**src/rtl/tl_ul_slave_buffer.sv**
```systemverilog
// TileLink-UL slave-side buffer: independent registered FIFOs on A and D.
// Every valid/ready/data path toward the slave crossing is cut by a register.
module tl_ul_slave_buffer_fifo #(
  parameter int W     = 8,
  parameter int DEPTH = 2
) (
  input  logic         clk_i,
  input  logic         rst_ni,
  input  logic         in_valid_i,
  output logic         in_ready_o,
  input  logic [W-1:0] in_data_i,
  output logic         out_valid_o,
  input  logic         out_ready_i,
  output logic [W-1:0] out_data_o,
  output logic         busy_o
);
  localparam int PW = (DEPTH > 1) ? $clog2(DEPTH) : 1;
  localparam int CW = PW + 1;
  localparam logic [CW-1:0] FULL = CW'(DEPTH);

  logic [W-1:0]  mem_q [DEPTH];
  logic [PW-1:0] wr_q, wr_d;
  logic [PW-1:0] rd_q, rd_d;
  logic [CW-1:0] cnt_q, cnt_d;
  logic          enq, deq;

  assign in_ready_o  = (cnt_q != FULL);
  assign out_valid_o = (cnt_q != '0);
  assign busy_o      = out_valid_o;
  assign out_data_o  = mem_q[rd_q];
  assign enq         = in_valid_i & in_ready_o;
  assign deq         = out_valid_o & out_ready_i;

  // power-of-two depth lets the pointers wrap by overflow
  always_comb begin
    wr_d  = wr_q;
    rd_d  = rd_q;
    cnt_d = cnt_q;
    if (enq) wr_d = wr_q + 1'b1;
    if (deq) rd_d = rd_q + 1'b1;
    unique case ({enq, deq})
      2'b10:   cnt_d = cnt_q + 1'b1;
      2'b01:   cnt_d = cnt_q - 1'b1;
      default: cnt_d = cnt_q;
    endcase
  end

  always_ff @(posedge clk_i) begin
    if (!rst_ni) begin
      wr_q  <= '0;
      rd_q  <= '0;
      cnt_q <= '0;
    end else begin
      wr_q  <= wr_d;
      rd_q  <= rd_d;
      cnt_q <= cnt_d;
    end
  end

  always_ff @(posedge clk_i) begin
    if (enq) mem_q[wr_q] <= in_data_i;
  end
endmodule

module tl_ul_slave_buffer #(
  parameter int ADDR_W = 32,
  parameter int DATA_W = 32,
  parameter int SRC_W  = 1,
  parameter int SIZE_W = 2,
  parameter int DEPTH  = 2
) (
  input  logic                clock,
  input  logic                reset_n,
  input  logic                in_a_valid,
  output logic                in_a_ready,
  input  logic [2:0]          in_a_opcode,
  input  logic [2:0]          in_a_param,
  input  logic [SIZE_W-1:0]   in_a_size,
  input  logic [SRC_W-1:0]    in_a_source,
  input  logic [ADDR_W-1:0]   in_a_address,
  input  logic [DATA_W/8-1:0] in_a_mask,
  input  logic [DATA_W-1:0]   in_a_data,
  output logic                out_a_valid,
  input  logic                out_a_ready,
  output logic [2:0]          out_a_opcode,
  output logic [2:0]          out_a_param,
  output logic [SIZE_W-1:0]   out_a_size,
  output logic [SRC_W-1:0]    out_a_source,
  output logic [ADDR_W-1:0]   out_a_address,
  output logic [DATA_W/8-1:0] out_a_mask,
  output logic [DATA_W-1:0]   out_a_data,
  input  logic                in_d_valid,
  output logic                in_d_ready,
  input  logic [2:0]          in_d_opcode,
  input  logic [1:0]          in_d_param,
  input  logic [SIZE_W-1:0]   in_d_size,
  input  logic [SRC_W-1:0]    in_d_source,
  input  logic                in_d_denied,
  input  logic [DATA_W-1:0]   in_d_data,
  input  logic                in_d_corrupt,
  output logic                out_d_valid,
  input  logic                out_d_ready,
  output logic [2:0]          out_d_opcode,
  output logic [1:0]          out_d_param,
  output logic [SIZE_W-1:0]   out_d_size,
  output logic [SRC_W-1:0]    out_d_source,
  output logic                out_d_denied,
  output logic [DATA_W-1:0]   out_d_data,
  output logic                out_d_corrupt,
  output logic                busy
);
  localparam int AW = 6 + SIZE_W + SRC_W + ADDR_W + DATA_W/8 + DATA_W;
  localparam int DW = 5 + SIZE_W + SRC_W + 1 + DATA_W + 1;

  logic [AW-1:0] a_in, a_out;
  logic [DW-1:0] d_in, d_out;
  logic          a_busy, d_busy;

  assign a_in = {in_a_opcode, in_a_param, in_a_size, in_a_source,
                 in_a_address, in_a_mask, in_a_data};
  assign {out_a_opcode, out_a_param, out_a_size, out_a_source,
          out_a_address, out_a_mask, out_a_data} = a_out;

  assign d_in = {in_d_opcode, in_d_param, in_d_size, in_d_source,
                 in_d_denied, in_d_data, in_d_corrupt};
  assign {out_d_opcode, out_d_param, out_d_size, out_d_source,
          out_d_denied, out_d_data, out_d_corrupt} = d_out;

  assign busy = a_busy | d_busy;

  tl_ul_slave_buffer_fifo #(.W(AW), .DEPTH(DEPTH)) u_a (
    .clk_i       (clock),
    .rst_ni      (reset_n),
    .in_valid_i  (in_a_valid),
    .in_ready_o  (in_a_ready),
    .in_data_i   (a_in),
    .out_valid_o (out_a_valid),
    .out_ready_i (out_a_ready),
    .out_data_o  (a_out),
    .busy_o      (a_busy)
  );

  tl_ul_slave_buffer_fifo #(.W(DW), .DEPTH(DEPTH)) u_d (
    .clk_i       (clock),
    .rst_ni      (reset_n),
    .in_valid_i  (in_d_valid),
    .in_ready_o  (in_d_ready),
    .in_data_i   (d_in),
    .out_valid_o (out_d_valid),
    .out_ready_i (out_d_ready),
    .out_data_o  (d_out),
    .busy_o      (d_busy)
  );
endmodule
```
**config.mk**
```make
export PLATFORM = sky130hd
export DESIGN_NAME = tl_ul_slave_buffer
export DESIGN_NICKNAME = d
export VERILOG_FILES = /design/src/rtl/tl_ul_slave_buffer.sv
export SDC_FILE = /design/constraint.sdc
export NUM_CORES = 1
export LEC_CHECK = 0
export ABC_AREA = 0
export BUFFER_PORTS_ARGS = -buffer_cell sky130_fd_sc_hd__buf_2
export CAP_MARGIN = 20
export CORE_MARGIN = 8
export CORE_UTILIZATION = 43
export CTS_CLUSTER_DIAMETER = 150
export DETAILED_ROUTE_END_ITERATION = 8
export PLACE_DENSITY = 0.7
export SLEW_MARGIN = 15
export SYNTH_ARGS = -nofsm -noshare
export SYNTH_HDL_FRONTEND = slang
export SYNTH_SLANG_ARGS = --single-unit
```
**constraint.sdc**
```tcl
create_clock -name clock -period 5 [get_ports clock]
set_input_delay 0.25 -clock clock [delete_from_list [all_inputs] [get_ports clock]]
set_output_delay 0.25 -clock clock [all_outputs]
set_load 0.03 [all_outputs]
```
# Yosys cells after proc, flatten, opt, wreduce, memory -nomap -nowiden
# Memory sizes are Yosys's and may differ from the RTL's. A register that Yosys moved wholly into a read port is not among the register bits.
# Cells that the tools add are included.
# op_classes
n_mux	10
add_sub_neg	8
reduce_logical	4
eq_ne	6
bitwise_logic	5
# op_table
op	n
$mux 1	8
$pmux 2 s2	2
$reduce_bool 2->1	4
$add 1x1->1 const B	4
$add 2x1->2 const B	2
$and 1x1->1	4
$eq 2x1->1 const B	2
$eq 2x2->1 const B	2
$ne 2x2->1 const B	2
$sub 2x1->2 const B	2
$or 1x1->1	1
# totals
register_bits	8
in_bits	125
ram_bits	238
wordCells	41
n_memories	2
# memory_table
memory	depth	word_bits	read_ports	rd_ports_with_merged_regs	write_ports	line_no	source
u_a.mem_q	2	77	1	1	1	21	logic [W-1:0] mem_q [DEPTH];
u_d.mem_q	2	42	1	1	1	21	

# Depth between registers and ports, before layout
# depth
depth_word	4
depth_mapped	6
mapped_depth_nobuf	6

# Cells and area by module
# A second synthesis with hierarchy kept.
# hier_totals
cells_unflattened	422
area_unflattened_um2	9073.7
# by_module_without_submodules
module	instances	cells_each	area_per_inst_um2
tl_ul_slave_buffer_fifo at u_a	1	265	5804.3
tl_ul_slave_buffer_fifo at u_d	1	156	3263.1
tl_ul_slave_buffer	1	1	6.3

# Worst setup path before layout
# No wires, ideal clock.
# synth_timing
kind	register to register
start	register u_a.cnt_q[0]
end	memory u_a.mem_q[1][0] (netlist name) (enable)
period_less_slack_ps	3119
setup_ps	444
arrival_time_ps	2675
stages_incl_launch_ff	3
setup_slack_ps	1881
path_cell_list	dfxtp_1 nand2b_1 and3_1
# synth_via
elab_chain_cells	4
# synth_rtl
element	line_no	source
start: declaration	24	logic [CW-1:0] cnt_q, cnt_d;
start signal: assignment	56	cnt_q <= cnt_d;
$ne 2x2->1	27	assign in_ready_o = (cnt_q != FULL);
via in_a_ready	75	output logic in_a_ready,
$and 1x1->1	31	assign enq = in_valid_i & in_ready_o;
$mux 1	61	if (enq) mem_q[wr_q] <= in_data_i;
$mux 1 (implied by the code)	61	
end: declaration	21	
# The timed path passes the listed nets, and every way through them passes these cells.

==> impl_metrics.env <==
export IMPL_status="completed"
export IMPL_ys_warn_count=0
export IMPL_core_region_area_um2=20800
export IMPL_clock_power_share_pct=26.8
export IMPL_fin_crit_ns=2.45
export IMPL_r2r_end="u_a.mem_q[0][10]$_DFFE_PP_"
export IMPL_netlist_cell_type_count=21
export IMPL_finalWorstSetupSlack_ns=2.55
export IMPL_drtAntennaViolNets=0
export IMPL_post_place_ws_ns=2.73
export IMPL_min_path_cells=3
export IMPL_r2r_cells=4
export IMPL_arrival_ns=2.20
export IMPL_whs_endpoint="u_d.wr_q$_SDFFE_PN0P_"
export IMPL_gp_congestion=0.727
export IMPL_tritoncts="done"
export IMPL_path_class="flip-flop to output port"
export IMPL_synth_area_leaders="edfxtp_1 79%, mux2_2 15%, dfxtp_1 2.2%, buf_2 0.55%, buf_6 0.50%"
export IMPL_h_tree_depth=1
export IMPL_fp_dieH_um=161
export IMPL_slowest_stage="dfxtp_4"
export IMPL_ys_seq_area_share_pct=81.3
export IMPL_dieArea_um2=25900
export IMPL_num_antenna_cells=0
export IMPL_clk_pin_slew_ns=0.06
export IMPL_start_kind="flip-flop"
export IMPL_drv_cap=0
export IMPL_rows=53
export IMPL_rr_startpoint="u_a.cnt_q[0]$_SDFFE_PN0P_"
export IMPL_fmax_mhz=408
export IMPL_grt_usage_pct=15.5
export IMPL_path_depth=2
export IMPL_fillers=1510
export IMPL_power_frac_seq_pct=42.7
export IMPL_hp_start="in_d_valid"
export IMPL_grt_setup_unrepaired="false"
export IMPL_drv_slew=0
export IMPL_drtPass1Iterations=4
export IMPL_drive_gt1_share_pct=50.8
export IMPL_clock_skew_ns=0.0113
export IMPL_worstMarginPinSlew_ns=1.03
export IMPL_syn_nets=548
export IMPL_switching_share_pct=33.2
export IMPL_initial_core_util_pct=43.4
export IMPL_grt_pass1_wl_um=32000
export IMPL_yosysTopAreaCellShare_pct=79.1
export IMPL_areaGrowthSynthToFinish_pct=38.9
export IMPL_p_leak_nw=4.73
export IMPL_dpl_hpwl_um=12800
export IMPL_hold_violations=0
export IMPL_p_int_mw=4.47
export IMPL_synth_area_um2=9040
export IMPL_endpoint_kind="output port"
export IMPL_critPathBufInv=1
export IMPL_cts_setup_buffers=0
export IMPL_vias_per_cell=4.81
export IMPL_cts_made_buffers=25
export IMPL_cts_root_buf="clkbuf_16"
export IMPL_cp_max_fo=77
export IMPL_insertion_delay_ns=0.50
export IMPL_fin_nets=931
export IMPL_routedWlPerCell_um=18.8
export IMPL_grt_max_degree=78
export IMPL_overflow=0
export IMPL_hold_class="input port to flip-flop"
export IMPL_synth_top_cell_by_area="edfxtp_1"
export IMPL_tns_ns=0
export IMPL_slew_headroom_pct=31.6
export IMPL_drt_iter0_drc=250
export IMPL_power_switching_mw=2.22
export IMPL_cts_sinks=248
export IMPL_cp_top_family="flip-flops"
export IMPL_max_stage_delay_ns=1.02
export IMPL_p_per_area_nw_per_um2=532
export IMPL_ios=249
export IMPL_antenna_found_initial=0
export IMPL_cp_required_ns=4.75
export IMPL_postSynthCellCount=421
export IMPL_drcViolationCount=0
export IMPL_totalWireLength_um=20600
export IMPL_clockBufferDepth=3
export IMPL_crit_path_cell_trace="mux2_2 -> buf_2"
export IMPL_multi_input_area_um2=1590
export IMPL_p_comb_share_pct=30.6
export IMPL_via_count=5275
export IMPL_holdWs_ns=0.0759
export IMPL_die_width_um=161
export IMPL_finalCritPeriodShare_pct=49.0
export IMPL_setup_viol=0
export IMPL_max_vdd_ir_drop_uv=403
export IMPL_ys_ff_latch=248
export IMPL_io_buffers=248
export IMPL_reg2reg_slack_ns=2.74
export IMPL_grt_pass1_vias=5841
export IMPL_avgSynthCellArea_um2=21.5
export IMPL_register_area_um2=7350
==> placed cells by master, fill, tap and decap left out <==
cell type,instances
xnor2_1,4
mux2_2,119
clkbuf_1,3
o21ai_0,2
and3_4,1
buf_4,3
ha_1,2
and3_2,1
nand2_1,2
a21oi_1,4
nor2_1,6
nand3b_1,2
inv_1,1
clkbuf_16,25
clkbuf_8,4
clkinv_2,5
or3_1,2
dfxtp_4,1
dfxtp_2,1
or2_2,3
bufinv_16,2
clkinv_1,5
dlygate4sd3_1,119
edfxtp_1,238
a21bo_2,2
nand2b_1,2
clkinvlp_4,2
dfxtp_1,8
o21a_1,2
xor2_1,2
buf_2,248
==> worst register-to-register path: cells and delay by family, from the launching register on <==
kind / cells / cell delay (ns)
buffers and inverters: 2 / 1.08
flip-flops: 1 / 0.41
AND/OR/NAND/NOR: 2 / 0.37
==> per-layer routing <==
metal	vias to the layer above	track usage, %	part of all wire, %
li1	2419	-	-
met1	2577	17.2	38
met2	236	27.4	50
met3	43	5.75	9.6
met4	0	4.34	2.5
met5	-	0	0
==> power by group through the flow <==
| stage | clock network [mW] | registers, mW | logic, mW |
|---|---|---|---|
| finish | 1.79 | 2.85 | 2.04 |
| global route | 1.92 | 2.90 | 2.16 |
| CTS | 1.83 | 2.86 | 2.05 |
| detailed placement | 0 | 2.90 | 1.97 |
| global placement | 0 | 2.88 | 1.95 |
| floorplan | 0 | 2.73 | 1.56 |
==> kinds of logic after synthesis <==
| logic type | count (synthesis) | synth area share [%] |
|---|---|---|
| AOI/OAI and AO/OA | 10 | 0.720 |
| muxes | 119 | 14.8 |
| DFF | 248 | 81.3 |
| buffers and inverters | 17 | 1.18 |
| and+or+nand+nor | 19 | 1.12 |
| adders and majority gates | 2 | 0.277 |
| xor gates and xnor gates | 6 | 0.581 |
==> cells in the mapped netlist <==
cell and instances:
a21bo_2 2, inv_1 2, dfxtp_1 10, o21ai_0 2, nor2_1 6, nand2_1 2
o21a_1 2, clkinv_1 1, edfxtp_1 238, buf_2 10, a21oi_1 4, nand2b_1 2
xnor2_1 4, mux2_2 119, or3_1 2, or2_2 3, buf_6 4, and3_1 2
xor2_1 2, nand3b_1 2, ha_1 2
==> flip-flops by register name (all words and copies together), names as in the netlist, named ones only <==
name       cells
u_a.wr_q       1
u_d.mem_q     84
u_a.rd_q       1
u_a.cnt_q      2
u_d.rd_q       1
u_d.cnt_q      2
u_d.wr_q       1
u_a.mem_q    154
==> layout make-up <==
class	count	share of cell area, %
multi-input cells	156	12.7
repair buffers	370	19.6
inverters	3	0.0997
clock buffers	32	5.51
flip-flops and latches	248	58.6
well taps	275	2.74
clock inverters	12	0.877
==> timing repair <==
item | in CTS | in global routing
gates resized for setup | 0 | 0
hold buffers | 119 | 0
hold endpoints to repair | 238 | 0
==> through the flow <==
stage | total power, mW | util, % | instance area (um^2) | std cells
floorplan | 4.29 | - | 9040 | 421
global placement | 4.82 | 50.7 | 10600 | 933
detailed placement | 4.87 | 50.7 | 10600 | 933
CTS | 6.73 | 60.3 | 12600 | 1096
global route | 6.97 | 60.3 | 12600 | 1096
finish | 6.69 | 60.3 | 12600 | 1096
==> worst max-delay path by stage <==
stage                              start                         end  slack [ns]
2_1_floorplan  u_a.cnt_q[0]$_SDFFE_PN0P_   u_a.mem_q[1][0]$_DFFE_PP_        1.88
3_3_place_gp   u_a.cnt_q[0]$_SDFFE_PN0P_  u_a.mem_q[0][10]$_DFFE_PP_        2.82
3_5_place_dp   u_a.cnt_q[0]$_SDFFE_PN0P_  u_a.mem_q[0][49]$_DFFE_PP_        2.73
4_1_cts                        flip-flop           out_a_address[27]        2.50
5_1_grt                        flip-flop           out_a_address[20]        2.41
6_report                       flip-flop           out_a_address[20]        2.55
Power figures use the tool's default switching activity.
